$ cat config.mk
export PLATFORM = sky130hd
export DESIGN_NAME = hazard_scoreboard
export DESIGN_NICKNAME = d
export VERILOG_FILES = /design/src/rtl/hazard_scoreboard.sv
export SDC_FILE = /design/constraint.sdc
export NUM_CORES = 1
export LEC_CHECK = 0
export CORE_MARGIN = 5
export CORE_UTILIZATION = 48
export DETAILED_ROUTE_END_ITERATION = 6
export GPL_TIMING_DRIVEN = 0
export PLACE_DENSITY = 0.78
export SYNTH_ARGS = -nofsm -noshare
export SYNTH_HDL_FRONTEND = slang
export SYNTH_SLANG_ARGS = --single-unit
$ cat constraint.sdc
create_clock -name clk -period 3.8 [get_ports clk]
set_input_delay 0.57 -clock clk [delete_from_list [all_inputs] [get_ports clk]]
set_output_delay 0.57 -clock clk [all_outputs]
set_load 0.1 [all_outputs]
$ cat src/rtl/hazard_scoreboard.sv
// Issue-side hazard scoreboard: tracks destination registers of in-flight
// long-latency ops and stalls ID on RAW/WAW against them or when the
// outstanding-op limit is reached.
module hazard_scoreboard #(
    parameter int unsigned MAXPEND = 3,
    parameter int unsigned CNTW    = 16
) (
    input  logic            clk,
    input  logic            rst_n,
    input  logic            id_valid,
    input  logic [4:0]      id_rs1,
    input  logic [4:0]      id_rs2,
    input  logic            id_rs1_used,
    input  logic            id_rs2_used,
    input  logic [4:0]      id_rd,
    input  logic            id_regwr,
    input  logic            id_long,
    input  logic            flush,
    input  logic            wb_valid,
    input  logic [4:0]      wb_rd,
    input  logic            cnt_clr,
    output logic            stall,
    output logic            issue,
    output logic [31:0]     pending,
    output logic [4:0]      pend_cnt,
    output logic            err,
    output logic [CNTW-1:0] stall_cycles
);

    localparam int unsigned NREG = 32;
    localparam int unsigned RW   = 5;
    localparam logic [CNTW-1:0] CNT_MAX = '1;

    logic            raw1;
    logic            raw2;
    logic            trk;
    logic            waw;
    logic            full;
    logic            do_set;
    logic            do_clr;
    logic            bad_wb;
    logic [NREG-1:0] set_vec;
    logic [NREG-1:0] clr_vec;
    logic [NREG-1:0] pending_nxt;
    logic [RW-1:0]   pend_cnt_nxt;

    // Hazard detection against the registered pending map (no wb bypass)
    always_comb begin
        raw1   = 1'b0;
        raw2   = 1'b0;
        trk    = 1'b0;
        waw    = 1'b0;
        full   = 1'b0;
        stall  = 1'b0;
        issue  = 1'b0;
        raw1   = id_rs1_used && (id_rs1 != '0) && pending[id_rs1];
        raw2   = id_rs2_used && (id_rs2 != '0) && pending[id_rs2];
        trk    = id_regwr && id_long && (id_rd != '0);
        waw    = trk && pending[id_rd];
        full   = trk && (pend_cnt == RW'(MAXPEND));
        stall  = id_valid && !flush && (raw1 || raw2 || waw || full);
        issue  = id_valid && !flush && !(raw1 || raw2 || waw || full);
    end

    // Next pending map and occupancy count from set/clear events
    always_comb begin
        do_set       = issue && trk;
        do_clr       = wb_valid && (wb_rd != '0) && pending[wb_rd];
        bad_wb       = wb_valid && !do_clr;
        set_vec      = do_set ? (NREG'(1) << id_rd) : '0;
        clr_vec      = do_clr ? (NREG'(1) << wb_rd) : '0;
        pending_nxt  = (pending | set_vec) & ~clr_vec & ~NREG'(1);
        pend_cnt_nxt = pend_cnt;
        case ({do_set, do_clr})
            2'b10:   pend_cnt_nxt = pend_cnt + RW'(1);
            2'b01:   pend_cnt_nxt = pend_cnt - RW'(1);
            default: pend_cnt_nxt = pend_cnt;
        endcase
    end

    // Scoreboard state and sticky error flag
    always_ff @(posedge clk or negedge rst_n) begin
        if (!rst_n) begin
            pending  <= '0;
            pend_cnt <= '0;
            err      <= 1'b0;
        end else begin
            pending  <= pending_nxt;
            pend_cnt <= pend_cnt_nxt;
            err      <= err | bad_wb;
        end
    end

    // Saturating stall-cycle performance counter with synchronous clear
    always_ff @(posedge clk or negedge rst_n) begin
        if (!rst_n) begin
            stall_cycles <= '0;
        end else if (cnt_clr) begin
            stall_cycles <= '0;
        end else if (stall && (stall_cycles != CNT_MAX)) begin
            stall_cycles <= stall_cycles + CNTW'(1);
        end
    end

endmodule
### After elaboration in Yosys (flattened, before gate mapping)

Cells that the tools add are included.

* equal/unequal tests: 4
* reductions and logical operators: 28
* add/sub/neg operators: 3
* shifts and indexed selects: 2
* order comparisons: 4
* mux-type cells: 13
* bitwise operators: 4

Operator list (number)
* two-way mux 32 bit: 2
* left shift 1 x 5 -> 32 bit, first input constant: 2
* AND 32 bit: 1
* two-way mux 16 bit: 2
* NOT 32 bit: 1
* OR 32 bit: 1
* < comparator 5 x 6 -> 1 bit, second input constant: 4
* binary-select mux 1 bit (select 5 bit): 4
* nonzero test 5 bit: 4
* adder 16 x 1 -> 16 bit, second input constant: 1
* logical AND 1 bit: 16
* != test 16 bit, second input constant: 1
* one-hot mux 5 bit (2 select lines): 1
* adder 5 x 1 -> 5 bit, second input constant: 1
* == test 5 x 2 -> 1 bit, second input constant: 1
* subtractor 5 x 1 -> 5 bit, second input constant: 1
* two-way mux 1 bit: 4
* nonzero test 2 bit: 2
* logical NOT 1 bit: 3
* logical OR 1 bit: 3
* == test 2 x 1 -> 1 bit, second input constant: 1
* == test 2 bit, second input constant: 1
* OR 1 bit: 1

* word-level logic and storage cells: 62
* input port bits: 30
* register bits after elaboration: 53

### Depth between registers and ports, before layout

* word-level depth: 12
* depth in mapped cells: 16

### Worst setup path after synthesis

OpenSTA, ideal clock, no wires.

* path type: reg-to-output
* start point: register pending[7]
* end point: output issue
* arrival time: 4338 ps
* path slack: -1108 ps
* buffers on the path: 0
* data required time: 3230 ps
* cell stages (with the launch flop): 8
* path through: dfrtp_1 -> mux4_2 -> nand2b_1 -> a31oi_1 -> a21oi_1 -> o211a_1 -> or2_2 -> nor3_1

* longest elaborated chain between the ends: 8
* elaborated cells on any way between the ends: 14
* those cells by class: 6 x mux; 8 x reduce/logical

Ends and longest elaborated chain
* start: declaration: line 24 `output logic [31:0] pending,`
* start signal: assignment: line 88 `pending <= pending_nxt;`
* binary-select mux 1 bit (select 5 bit) (on tied branches): line 56, 57
* two-way mux 1 bit (on tied branches): line 56, 57
* logical AND 1 bit (on tied branches): line 56, 57
* logical OR 1 bit: line 62 `issue = id_valid && !flush && !(raw1 || raw2 || waw || full);`
* logical OR 1 bit (*) (2 in series): line 62
* logical NOT 1 bit (*): line 62
* logical AND 1 bit (*): line 62
* end: declaration: line 23 `output logic issue,`

Every way passes the cells marked *; elsewhere a longest branch is shown, timed or not. The select of a mux whose other input is x is not followed.

### Worst setup path in the final report

* start point: input id_rd[2]
* end point: register pend_cnt[4]

* longest elaborated chain between the ends: 10
* elaborated cells on any way between the ends: 15
* those cells by class: 2 x eq/ne; 3 x mux; 10 x reduce/logical

Ends and longest elaborated chain
* start: declaration: line 15 `input logic [4:0] id_rd,`
* binary-select mux 1 bit (select 5 bit) / nonzero test 5 bit (equally long branches): line 59, 58
* two-way mux 1 bit (not written as such) / logical AND 1 bit (equally long branches): line 59, 58
* logical AND 1 bit: line 59 `waw = trk && pending[id_rd];`
* logical OR 1 bit (2 in series): line 62
* logical NOT 1 bit: line 62
* logical AND 1 bit: line 62
* logical AND 1 bit (*): line 67 `do_set = issue && trk;`
* == test 2 x 1 -> 1 bit / == test 2 bit (equally long branches): line 74 `case ({do_set, do_clr})`
* one-hot mux 5 bit (2 select lines) / nonzero test 2 bit (equally long branches)
* end signal: assignment: line 89 `pend_cnt <= pend_cnt_nxt;`
* end: declaration: line 25 `output logic [4:0] pend_cnt,`

Marks and branches as above.
A chain may end at the register's enable or synchronous reset.

==> metrics.yaml <==
placement:
  pre_cts_slack_ps: -855
  place_hpwl_mm: 9.50
  routabilityCongestion: 0.988
  placed_area_sq_um: 4900
  port_buffers: 78
global_routing:
  grt_max_degree: 41
  grt_overflow: 0
  grt_pass1_vias: 3929
  antenna_found_initial: 0
  grt.total_usage_pct: 25.9
  grt_pass1_wl_mm: 20.6
worst_setup_path:
  crit_required_ps: 4020
  reg2reg_slack_ps: 270
  r2r-end: "pend_cnt[4]"
  worst_setup_path_end_kind: "register"
  cp_max_fo: 10
  critPathLaunchType: "input port"
  critPathKind: "input port to register"
  cp.arrival_ps: 3850
  r2r-start: "pending[7]"
  ff2ff_path_depth: 15
power:
  ir_drop_mv: 0.289
  power_w: 0.00187
  static-leakage-power_nw: 2.11
  powerDensity_nw_per_um2: 359
route:
  via_per_inst: 6.63
  antenna_left: 0
  finalWirelength_mm: 13.2
  vias: 4039
  drt_pre_antenna_iters: 5
  drc: 0
  initialDrtViolationCount: 399
  wire_per_inst_microns: 21.7
cts:
  clock_sinks: 53
  cts_buffers: 5
  root_buffer: "clkbuf_8"
  cts_hold_buffers: 0
  clk_pin_slew_worst_paths_ps: 110
  tritoncts: "yes"
  insertion_delay_ps: 320
  cts_htree_levels: 2
  cts_max_path_buffers: 2
sta:
  slew_headroom_pct: 22.2
  fin_hold_ws_ps: 134
  fin_skew_ps: 18.9
  slew_viol_final: 0
  tightestPinTransition_ps: 1160
  clock.fmax_mhz: 275
  post-route-min-period_ps: 3640
  setup_viol: 0
  finalHoldViolations: 0
  layout_setup_ws_ps: 165
  finalCritPeriodShare_pct: 95.7
  rsz0062_at_grt: "false"
floorplanning:
  die_h_microns: 101
  coreArea_sq_um: 8130
  rows: 33
  io_pins: 86
  die_area_sq_um: 10200
  initial_core_util_pct: 48.6
  die_width_microns: 101
finish:
  utilization_pct: 64.0
  seq_area_sq_um: 1340
  fin_area_sq_um: 5200
  syn_to_final_growth_pct: 31.6
  fillers: 660
  drive_gt1_share_pct: 20.0
  fin_nets: 539
  diodes: 0
  multi_input_area_sq_um: 2520
yosys:
  ys_seq_area_share_pct: 33.5
  ys.warnings.count: 0
  synth_area_leaders: "dfrtp_1, mux4_2, a21oi_1"
  synth.distinct_cells: 55
  synth_top_area_share_pct: 33.5
  synth_enable_flop_cells: 0
  synth_flop_cell: "dfrtp_1"
  synth_cells: 406
  syn_nets: 442
  synth_seq_cells: 53
  syn_area_sq_um: 3950
  yosys.area.top_type: "dfrtp_1"
  synth.avg_cell_area_sq_um: 9.74
  postSynth.asyncResetShare_pct: 100
hold_path:
  min_path_type: "input port to asynchronous set/reset pin"
run:
  max_cap_violations: 0
outcome:
  status: "complete, no violations"
-- critical path, stage by stage --
cell and delay (ps):
clkdlybuf4s50_1 590, clkbuf_4 270, mux4_2 300, nand2_1 90, nand3_1 70, and4_1 240, nor3_4 220, buf_4 160
nand3_2 80, ha_4 190, fa_2 350, a21o_1 200, a21oi_2 150, xor2_1 160, nor2_1 70, xor2_1 150
-- stage by stage --
| step | cells | TNS, ps |
|---|---|---|
| after floorplan | 406 | -127 |
| after global placement | 589 | -3670 |
| after detailed placement | 590 | -3920 |
| after CTS | 601 | 0 |
| after global routing | 609 | 0 |
| final | 609 | 0 |
-- registers in the layout, summed over array words and instances (netlist names) --
register	flops
pending	31
stall_cycles	16
pend_cnt	5
err	1
-- metal layers --
| metal | wire [microns] | GRT usage [%] | vias to the layer above |
|---|---|---|---|
| li1 | - | - | 1778 |
| met1 | 5220 | 33.8 | 1957 |
| met2 | 6290 | 42.3 | 266 |
| met3 | 1310 | 5.81 | 38 |
| met4 | 407 | 9.22 | 0 |
| met5 | 0 | 0 | - |
-- where the power goes --
group          switching, W  internal (W)  total, W
Clock              0.000205      0.000132  0.000337
Combinational      0.000574      0.000268  0.000842
Sequential        0.0000822      0.000607  0.000690
-- cells in the mapped netlist, types with 3 or more instances --
master and number:
a21boi_1 3, nor2_1 19, buf_2 11, clkbuf_1 12
and2_1 3, a41oi_1 24, and4_1 3, nand2_1 16
a21oi_1 46, inv_1 12, mux4_2 20, ha_1 5
a41o_1 4, o22ai_1 5, mux2i_1 21, o31ai_1 6
and3_1 7, buf_1 3, buf_4 4, dfrtp_1 53
xor2_1 4, or3_1 10, nor2b_1 11, nor3_1 9
or4_1 5, mux2_2 8, nand3_1 14, o21ai_0 12
nor4_1 8, a31oi_1 4, nand2b_1 9, nand4_1 3
-- worst max path at each step --
stage | startpoint | endpoint | slack, ps | depth (start not counted)
after floorplan | id_rs2[0] | issue | -130 | 8
after global placement | id_rs1[0] | pend_cnt[4] | -810 | 16
after detailed placement | id_rs1[0] | pend_cnt[4] | -860 | 16
after CTS | id_rs2[1] | stall | 3 | 11
after global routing | id_rd[0] | pend_cnt[4] | 10 | 17
final | id_rd[2] | pend_cnt[4] | 160 | 16
-- final cells by class --
| cell class | instances | area share [%] |
|---|---|---|
| clock buffer | 6 | 1.39 |
| tap | 105 | 2.53 |
| buffer | 32 | 3.75 |
| inverter | 12 | 0.866 |
| multi-input combinational | 308 | 48.5 |
| clock inverter | 2 | 0.265 |
| sequential | 53 | 25.7 |
| timing repair buffer | 91 | 17.0 |
-- timing repair --
| action | 4_1_cts | 5_1_grt |
|---|---|---|
| setup endpoints to repair | 6 | 4 |
| pin swaps | 4 | 6 |
| setup buffers | 3 | 9 |
| gates resized for setup | 26 | 21 |
-- cells in the final DEF (no fill, tap or decap), drive strengths merged, types with 10 or more instances in the layout --
cell type and count:
clkbuf 18, or3 10, mux4 21, nor2 19, mux2i 21, buf 35, a41oi 24, a21oi 46
o21ai 14, dfrtp 53, clkdlybuf4s50 70, nor2b 11, nand2 16, nand3 14, inv 13
-- logic make-up (layout without fill, tap and decap cells) --
kind of cell             Yosys count  after routing  synth area share (%)
buffers and inverters             45            143                  5.51
AO/OA/AOI/OAI                    120            120                  20.2
XOR/XNOR                           6              6                  1.33
other                              1              1                0.0948
AND/OR/NAND/NOR                  124            124                  17.3
multiplexers                      51             51                  19.9
adder cells (fa/ha/maj)            6              6                  2.09
flip-flops                        53             53                  33.5
Note: power is estimated with default switching activity, not from simulation.
